## src/rtl/class_query_fsm.sv

```systemverilog
// Streams the query HV and every binary class HV segment by segment, accumulates the Hamming distance per class and reports the argmin class.
// Latency: pred_valid_o rises NUM_CLASSES*NUM_SEGS+1 edges after the accepting edge.
// Backpressure: the result is held in S_RESULT until pred_ready_i; start_query is ignored outside S_IDLE.
module class_query_fsm #(
  parameter  int NUM_CLASSES = 5,
  parameter  int NUM_SEGS    = 20,
  parameter  int SEG_W       = 512,
  localparam int CLS_W       = $clog2(NUM_CLASSES),
  localparam int SEG_IW      = $clog2(NUM_SEGS),
  localparam int DIST_W      = $clog2(SEG_W*NUM_SEGS+1)
) (
  input  logic              clk,
  input  logic              nrst,
  input  logic              en,
  input  logic              start_query,
  input  logic              class_hvs_ready,
  input  logic [SEG_W-1:0]  query_seg_i,
  input  logic [SEG_W-1:0]  class_seg_i,
  output logic              rd_en_o,
  output logic [CLS_W-1:0]  class_idx_o,
  output logic [SEG_IW-1:0] seg_idx_o,
  output logic              busy_o,
  output logic              err_not_ready_o,
  output logic              pred_valid_o,
  input  logic              pred_ready_i,
  output logic [CLS_W-1:0]  pred_class_o,
  output logic [DIST_W-1:0] pred_dist_o
);

  localparam int PC_W = $clog2(SEG_W+1);

  typedef enum logic [1:0] {S_IDLE, S_READ, S_DRAIN, S_RESULT} state_t;
  state_t state;

  // read pipeline: address/strobe delayed to line up with the memory data
  logic              d_vld;
  logic [CLS_W-1:0]  d_cls;
  logic [SEG_IW-1:0] d_seg;
  logic [DIST_W-1:0] acc;
  logic [DIST_W-1:0] best_dist;
  logic [CLS_W-1:0]  best_cls;

  logic [SEG_W-1:0]  diff;
  logic [PC_W-1:0]   pc;
  logic [DIST_W-1:0] sum;
  logic              take;
  logic [CLS_W-1:0]  nb_cls;
  logic [DIST_W-1:0] nb_dist;

  // per-segment popcount, running class sum and the argmin candidate for this cycle
  always_comb begin
    diff = query_seg_i ^ class_seg_i;
    pc   = '0;
    for (int i = 0; i < SEG_W; i++) begin
      pc = pc + PC_W'(diff[i]);
    end
    sum     = ((d_seg == '0) ? '0 : acc) + DIST_W'(pc);
    // strict less-than keeps the lower class index on ties
    take    = d_vld && (d_seg == SEG_IW'(NUM_SEGS-1)) && ((d_cls == '0) || (sum < best_dist));
    nb_cls  = take ? d_cls : best_cls;
    nb_dist = take ? sum   : best_dist;
  end

  // pipeline registers, distance accumulator and best-so-far tracking
  always_ff @(posedge clk or negedge nrst) begin
    if (!nrst) begin
      d_vld     <= 1'b0;
      d_cls     <= '0;
      d_seg     <= '0;
      acc       <= '0;
      best_dist <= '0;
      best_cls  <= '0;
    end else begin
      d_vld <= rd_en_o;
      d_cls <= class_idx_o;
      d_seg <= seg_idx_o;
      if (d_vld) begin
        acc <= sum;
      end
      if (take) begin
        best_dist <= sum;
        best_cls  <= d_cls;
      end
    end
  end

  // control FSM with registered outputs
  always_ff @(posedge clk or negedge nrst) begin
    if (!nrst) begin
      state           <= S_IDLE;
      rd_en_o         <= 1'b0;
      class_idx_o     <= '0;
      seg_idx_o       <= '0;
      busy_o          <= 1'b0;
      err_not_ready_o <= 1'b0;
      pred_valid_o    <= 1'b0;
      pred_class_o    <= '0;
      pred_dist_o     <= '0;
    end else begin
      err_not_ready_o <= 1'b0;
      case (state)
        S_IDLE: begin
          if (en && start_query) begin
            if (class_hvs_ready) begin
              state       <= S_READ;
              rd_en_o     <= 1'b1;
              busy_o      <= 1'b1;
              class_idx_o <= '0;
              seg_idx_o   <= '0;
            end else begin
              err_not_ready_o <= 1'b1;
            end
          end
        end
        S_READ: begin
          if (seg_idx_o == SEG_IW'(NUM_SEGS-1)) begin
            seg_idx_o <= '0;
            if (class_idx_o == CLS_W'(NUM_CLASSES-1)) begin
              class_idx_o <= '0;
              rd_en_o     <= 1'b0;
              state       <= S_DRAIN;
            end else begin
              class_idx_o <= class_idx_o + 1'b1;
            end
          end else begin
            seg_idx_o <= seg_idx_o + 1'b1;
          end
        end
        S_DRAIN: begin
          // last segment's sum is folded in this cycle, so capture the combinational winner
          pred_class_o <= nb_cls;
          pred_dist_o  <= nb_dist;
          pred_valid_o <= 1'b1;
          state        <= S_RESULT;
        end
        S_RESULT: begin
          if (pred_ready_i) begin
            pred_valid_o <= 1'b0;
            busy_o       <= 1'b0;
            state        <= S_IDLE;
          end
        end
        default: state <= S_IDLE;
      endcase
    end
  end

endmodule

```

## config.mk

```make
export PLATFORM = sky130hd
export DESIGN_NAME = class_query_fsm
export DESIGN_NICKNAME = d
export VERILOG_FILES = /design/src/rtl/class_query_fsm.sv
export SDC_FILE = /design/constraint.sdc
export NUM_CORES = 1
export LEC_CHECK = 0
export ABC_CLOCK_PERIOD_IN_PS = 25500
export BUFFER_PORTS_ARGS = -buffer_cell sky130_fd_sc_hd__buf_4
export CAP_MARGIN = 20
export CORE_AREA = 3 3 409 411
export DETAILED_ROUTE_END_ITERATION = 10
export DIE_AREA = 0 0 412 414
export SLEW_MARGIN = 20
export SYNTH_ARGS = -nofsm -noshare
export SYNTH_HDL_FRONTEND = slang
export SYNTH_SLANG_ARGS = --single-unit
```

## constraint.sdc

```tcl
create_clock -name clk -period 25.5 [get_ports clk]
set_input_delay 2.55 -clock clk [delete_from_list [all_inputs] [get_ports clk]]
set_output_delay 2.55 -clock clk [all_outputs]
set_load 0.02 [all_outputs]
```

* After elaboration in Yosys (flattened, before gate mapping)
Index checks and enable logic that the tools add are counted.
** Word-level totals
- Bits in registers :: 71
- Bits in latches :: 0
- Bits in writable memories :: 0
- ROM bits :: 0
- Bits of input ports :: 1030
- Output and inout bits :: 29
- Logic and storage cells :: 587
- Memories kept :: 0
** Cells by class
- Add/sub/neg operators :: 514
- Multipliers :: 0
- Divide/modulo/power cells :: 0
- Order comparisons :: 1
- Equality and inequality tests :: 11
- Shifts and indexed selects :: 0
- Multiplexer cells :: 29
- Bitwise gates (word level) :: 1
- Reduce and logical (&&, ||, !) cells :: 16
** Operators by type and width (count)
- $add A10 B1 Y10 :: 502
- $xor A512 B512 Y512 :: 1
- $mux W14 :: 2
- $mux W3 :: 5
- $mux W5 :: 3
- $add A14 B10 Y14 :: 1
- $lt A14 B14 Y1 :: 1
- $add A9 B1 Y10 :: 1
- $eq A5 B5 Y1 const B :: 2
- $mux W2 :: 5
- $ne A2 B2 Y1 const B :: 5
- $pmux W5 S2 :: 1
- $reduce_and A5 Y1 :: 2
- $add A8 B1 Y9 :: 1
- $add A7 B1 Y8 :: 1
- $mux W1 :: 8
- $pmux W2 S4 :: 1
- $reduce_and A4 Y1 :: 2
- $add A6 B1 Y7 :: 1
- $add A5 B1 Y6 :: 1
- $pmux W1 S2 :: 3
- $pmux W3 S2 :: 1
- $reduce_bool A2 Y1 :: 3
- $add A4 B1 Y5 :: 1
- 15 further kinds :: 18

* Logic depth before layout (Yosys ltp)
Gate-level depths: netlist of run 1.
- Word-level depth :: 517
- Mapped depth :: 42
- Gate-level depth less buffers :: 41

* Least setup slack after synthesis of run 1
No wires, ideal clock.
- Path type :: input-to-reg
- Start point :: in class_seg_i[369]
- End point :: reg pred_dist_o[10]
- Library setup time :: 0.125 ns
- Data arrival time :: 12.879 ns
- Data required time :: 25.375 ns
- Path slack :: 12.496 ns
- Stages :: 41
- Buffers on the path :: 1
- Path through :: xor2_1 > fa_1 > inv_1 > fa_1 > inv_1 > fa_1 > fa_1 > fa_1 > inv_1 > fa_1 > inv_1 > fa_1 > inv_1 > fa_1 > inv_1 > fa_1 > fa_1 > inv_1 > [5 not listed] > inv_1 > fa_1 > inv_1 > fa_1 > nand2b_1 > a21oi_1 > o21a_1 > o211ai_1 > nand3_1 > ha_1 > and3_1 > a21oi_1 > o21ai_0 > a211oi_2 > o31ai_4 > buf_6 > mux2_4 > mux2_4
** On the way
- Longest elaborated chain between the ends :: 149
** Ends and longest elaborated chain
- from (decl) :: RTL line 18 : input logic [SEG_W-1:0] class_seg_i,
- $xor A512 B512 Y512 :: RTL line 52 : diff = query_seg_i ^ class_seg_i;
- $add A10 B1 Y10 (143 in a row) :: RTL line 55 : pc = pc + PC_W'(diff[i]);
- $add A14 B10 Y14 :: RTL line 57 : sum = ((d_seg == '0) ? '0 : acc) + DIST_W'(pc);
- named net sum[12] :: RTL line 45 : logic [DIST_W-1:0] sum;
- $lt A14 B14 Y1 :: RTL line 59 : take = d_vld && (d_seg == SEG_IW'(NUM_SEGS-1)) && ((d_cls == '0) || (sum < best_dist));
- $logic_or A1 B1 Y1 :: RTL line 59
- $logic_and A1 B1 Y1 :: RTL line 59
- $mux W14
- named net nb_dist[10] :: RTL line 48 : logic [DIST_W-1:0] nb_dist;
- to (signal assigned) :: RTL line 132 : pred_dist_o <= nb_dist;
- to (decl) :: RTL line 27 : output logic [DIST_W-1:0] pred_dist_o
The timed path passes the listed nets, and every way through them passes these cells.
A chain may end at the register's enable or synchronous reset.

* Worst setup path in the final report of run 1
- Start point :: in class_seg_i[281]
- End point :: reg pred_dist_o[5]
** On the way
- Longest elaborated chain between the ends :: 237
** Ends and longest elaborated chain (RTL line)
- $xor A512 B512 Y512 :: 52
- $add A10 B1 Y10 (231 in a row) :: 55
- $add A14 B10 Y14 :: 57
- named net sum[12] :: 45
- $lt A14 B14 Y1 :: 59
- $logic_or A1 B1 Y1 :: 59
- $logic_and A1 B1 Y1 :: 59
- $mux W14
- named net nb_dist[5] :: 48
The timed path passes the listed nets, and every way through them passes these cells.

==> results of run 1 <==
-- cell families (layout without fill, tap and decap cells) --
group,count (synthesis),count (layout),synth area share
AND/OR/NAND/NOR,79,79,0.0205
flip-flops,71,71,0.0833
other,0,8,0
AO/OA/AOI/OAI,69,69,0.0224
multiplexers,46,46,0.0271
XOR/XNOR,523,523,0.215
buffers and inverters,535,1603,0.0947
adder cells (fa/ha/maj),616,616,0.537
-- worst paths after layout --
| path | startpoint | cells after the start | slack (ns) | endpoint |
|---|---|---|---|---|
| setup / recovery | class_seg_i[281] | 41 | 11.68 | pred_dist_o[5] |
| hold / removal | rd_en_o | 0 | 0.42 | d_vld |
| setup reg to reg | d_seg[3] | 36 | 14.02 | pred_dist_o[5] |
| hold reg to reg | rd_en_o | 0 | 0.42 | d_vld |
| max in group asynchronous | nrst | 1 | 22.55 | pred_dist_o[10] |
| min in group asynchronous | nrst | 1 | 2.34 | err_not_ready_o |
-- worst register-to-register path: cells and delay by family (launching register included) --
kind | cells | cell delay [ns]
adders and majority gates | 15 | 6.90
and+or+nand+nor | 7 | 1.79
AOI/OAI and AO/OA | 6 | 1.22
muxes | 2 | 0.58
buffers and inverters | 6 | 0.50
DFF | 1 | 0.37
-- cell usage in the layout, fill, tap and decap left out, drive strengths merged, types with 11 or more instances in the layout --
cell type     n
nand3        13
fa          499
mux2         46
nand2        16
nor2b        19
clkbuf       11
o21ai        23
dfrtp        71
ha          117
inv         530
a21oi        15
xor2        283
buf        1059
xnor2       240
-- layout make-up --
cell class / count / area [um^2]
diodes: 8 / 20.0
clock buffers: 11 / 253
clock inverters: 5 / 38.8
fillers: 18250 / 132000
inverters: 528 / 1980
multi-input cells: 1333 / 17500
flip-flops and latches: 71 / 1780
well taps: 2189 / 2740
repair buffers: 1059 / 7950
-- registers in the layout (all words and copies together) (netlist names) --
register         count
state                2
d_seg                5
d_cls                3
acc                 14
busy_o               1
best_dist           14
class_idx_o          3
best_cls             3
pred_valid_o         1
rd_en_o              1
pred_dist_o         14
err_not_ready_o      1
d_vld                1
pred_class_o         3
seg_idx_o            5
-- through the flow --
stage	utilization	hold WS (ns)	worst slack, ns	cells	area (um^2)
floorplan	-	0.464	12.50	1939	21300
global placement	0.194	0.424	11.04	5179	32000
detailed placement	0.194	0.431	10.97	5179	32000
CTS	0.196	0.441	11.32	5195	32300
global route	0.196	0.455	11.21	5200	32300
finish	0.196	0.424	11.68	5204	32300
-- metal layers --
layer	global-route usage	vias up	wire [um]
met5	0	-	67
met2	0.249	636	61200
li1	-	7734	-
met4	0.00950	12	1060
met3	0.0169	113	5680
met1	0.187	8367	53700
==> metrics.cfg, run 1 <==
[yosys]
synth_top_area_cell = fa_1
synthCells = 1939
synthFlopType = dfrtp_1
syn_nets = 3585
synth.most_common_cell = inv_1
synth_warnings = 0
yosys.area.top_type_share = 0.469
postSynthAreaPerCell_um2 = 11.0
synth-edff-count = 0
synthArstFlopShare = 1.00
synth_area_leaders = fa_1 47%, xor2_1 12%, xnor2_1 9.9%
synth_common_cells = 528 x inv_1, 499 x fa_1, 283 x xor2_1
ys_seq_elements = 71
ys_seq_area_frac = 0.0833
netlist_area_um2 = 21300
synth_cell_types = 48

[global_route]
overflow = 0
grt_max_degree = 72
grt.total_usage = 0.140
grt_pass1_vias = 19330
grt_pass1_wl_mm = 161
grt_antenna_before_repair = 70

[place]
dp_hpwl_mm = 118
place_congestion = 0.961
io_buffer_count = 1058

[floorplan]
core_um2 = 164000
ios = 1059
row_count = 149
die_h_um = 414
fp.dieArea_um2 = 171000
fp.dieW_um = 412
start_util = 0.130

[detailed_routing]
postRouteWirelength_mm = 122
first_pass_iters = 6
wl_per_cell_um = 23.4
post-route-drc-count = 0
drt-initial-drc-count = 579
ant_nets = 0
vias = 16862
vias_per_cell = 3.24

[timing]
period_minus_slack_ns = 13.82
slew_viol_final = 0
slew-limit-headroom = 0.231
fmax_mhz = 72.4
rsz0062_at_grt = false
fin_skew_ns = 0.00807
period_share = 0.542
fin_tns_setup_ns = 0
hold_violations = 0
worstMarginPinSlew_ns = 1.14
finalSetupViolCount = 0

[layout]
nets = 4648
syn2layout_area_growth_pct = 51.4
drive_gt1_frac = 0.376

[critical_path]
cp-start-kind = primary input
cp_top_family = adder cells
critPathMaxFanout = 14
cp.buffers_inverters = 12
slowest_delay_ns = 0.55
worstSetupPathType = in2reg
end_kind = flop
cp_common_cell = fa_1
crit_slowest_cell = fa_1
crit_required_ns = 25.71
cp.arrival_ns = 14.03

[hold_path]
worstHoldPathType = reg2reg

[clock_network]
clock-sinks = 71
tritoncts = done
cts_buffer_depth = 2
cts_made_buffers = 9
cts_resized = 0
clock_tree.root_cell = clkbuf_16
postCtsSetupBuffers = 0
clk_latency_ns = 0.33
htreeDepth = 3
clk_pin_slew_ns = 0.06
holdBufCountCts = 0

[flow_run]
max-cap-violations = 0

[outcome]
status = completed

Power of run 1 is left out: the tool's default activity adds up to more than one toggle a clock period on the data nets, which glitch-free logic cannot reach.
==> run 2, diff against run 1 <==
ABC_CLOCK_PERIOD_IN_PS = 11200   (was 25500)
clock period = 11.2 ns   (was 25.5 ns; I/O delays follow)
==> run 2 against run 1 <==
Against the previous run:
- the run now ends with setup timing left
- critical path depth up 2
- non-clock buffer count increased by 116
- final cell count up 2.3%
- register-to-register slack got worse by 14 ns
- worst setup slack lost 12 ns
- sequential share of layout area is 0.24 points lower
- via count up 3.6%
- first-iteration DRC count decreased by 14%
- core utilization grew 0.88 points
- wire length is 0.47% higher
- flip-flop and latch count unchanged
- worst hold slack better by 0.0052 ns
- critical path type unchanged
- largest cell class unchanged
==> metrics.cfg, run 2 (synthesis results as in run 1) <==
[critical_path]
slowest_delay_ns = 0.63
end_kind = flop
cp.depth = 43
crit_slowest_cell = fa_2
crit_required_ns = 11.41
worstSetupPathType = in2reg
cp.arrival_ns = 12.01
critPathMaxFanout = 6
r2r_cells = 37
cp_common_cell = fa_1
cp_top_family = adder cells
cp-start-kind = primary input
cp.buffers_inverters = 14

[timing]
rsz0062_at_grt = true
fin_tns_setup_ns = -15.17
period_share = 1.05
fin_skew_ns = 0.00727
hold_violations = 0
slew-limit-headroom = 0.395
fmax_mhz = 84.8
finalSetupViolCount = 34
slew_viol_final = 0
worstMarginPinSlew_ns = 0.907
fin_ws_ns = -0.596
period_minus_slack_ns = 11.80

[clock_network]
holdBufCountCts = 0
cts_buffer_depth = 2
clock_tree.root_cell = clkbuf_16
cts_made_buffers = 9
clock-sinks = 71
htreeDepth = 3
tritoncts = done
clk_latency_ns = 0.33
clk_pin_slew_ns = 0.06

[place]
dpl.cell_count = 5285
io_buffer_count = 1058
dp_hpwl_mm = 118
place_congestion = 0.934
place_ws_ns = -1.51

[layout]
nets = 4764
top_regs = acc x14, best_dist x14, pred_dist_o x14
syn2layout_area_growth_pct = 58.2
final_util = 0.205
multi_input_area_um2 = 17900
drive_gt1_frac = 0.424
fin_cells = 5323
layout_commonest_cell = buf_4
final_cell_mix = 1,152 x buf_4, 499 x inv_1, 483 x fa_1, 276 x xor2_1, 221 x xnor2_1
register_area_um2 = 1780
fillers = 18115

[floorplan]
ios = 1059
row_count = 149
start_util = 0.130
fp.dieW_um = 412
core_um2 = 164000
die_h_um = 414
fp.dieArea_um2 = 171000

[global_route]
grt_pass1_wl_mm = 164
grt_pass1_vias = 20440
grt.total_usage = 0.141
grt_max_degree = 72
overflow = 0
grt_antenna_before_repair = 77

[detailed_routing]
ant_nets = 0
wl_per_cell_um = 23.0
vias_per_cell = 3.28
post-route-drc-count = 0
postRouteWirelength_mm = 122
vias = 17469
drt-initial-drc-count = 497
first_pass_iters = 4

[outcome]
violations = setup timing
status = complete, but fails checks

[hold_path]
worstHoldPathCells = 0
worstHoldPathType = reg2reg

[flow_run]
max-cap-violations = 0

-- run 2: changes by cell type in the layout (fill, tap and decap cells not counted), sizes merged --
cell / delta
inv: -2
clkinvlp: -1
buf: +115
clkbuf: +4
diode: +3
clkinv: -2
bufinv: +2
-- run 2: worst paths after layout --
| path | start | to | slack (ns) |
|---|---|---|---|
| worst max-delay path | class_seg_i[117] | pred_class_o[1] | -0.60 |
| worst min-delay path | rd_en_o | d_vld | 0.43 |
| worst max register to register | d_seg[3] | pred_class_o[1] | 0.25 |
| worst min register to register | rd_en_o | d_vld | 0.43 |
| max in group asynchronous | nrst | best_dist[10] | 9.69 |
| min in group asynchronous | nrst | err_not_ready_o | 0.91 |
-- run 2: cell type report --
type / count / area share
Antenna cell: 11 / 0.000816
Clock inverter: 2 / 0.00178
Multi-Input combinational cell: 1333 / 0.532
Inverter: 528 / 0.0589
Tap cell: 2189 / 0.0812
Timing Repair Buffer: 1175 / 0.265
Sequential cell: 71 / 0.0527
Clock buffer: 14 / 0.00842
-- run 2: timing repair --
item / in CTS / in global routing
endpoints found under the setup margin: 34 / 35
setup buffers: 19 / 2
pin swaps: 24 / 16
resized for setup: 88 / 29
cloned: 1 / 0
endpoints found under the hold margin: 0 / 0
-- run 2: stage by stage --
stage          area (um^2)  hold WS [ns]
2_1_floorplan        21400         0.464
3_3_place_gp         32800         0.425
3_5_place_dp         32800         0.422
4_1_cts              33700         0.437
5_1_grt              33700         0.439
6_report             33700         0.429
-- run 2: routing by layer --
layer	routed length (um)	share of wire	GRT usage
met2	60900	0.50	0.248
met4	1910	0.016	0.0180
met5	166	0.0014	0
met1	52800	0.43	0.183
met3	6410	0.052	0.0231
Power of run 2 is left out for the same reason.
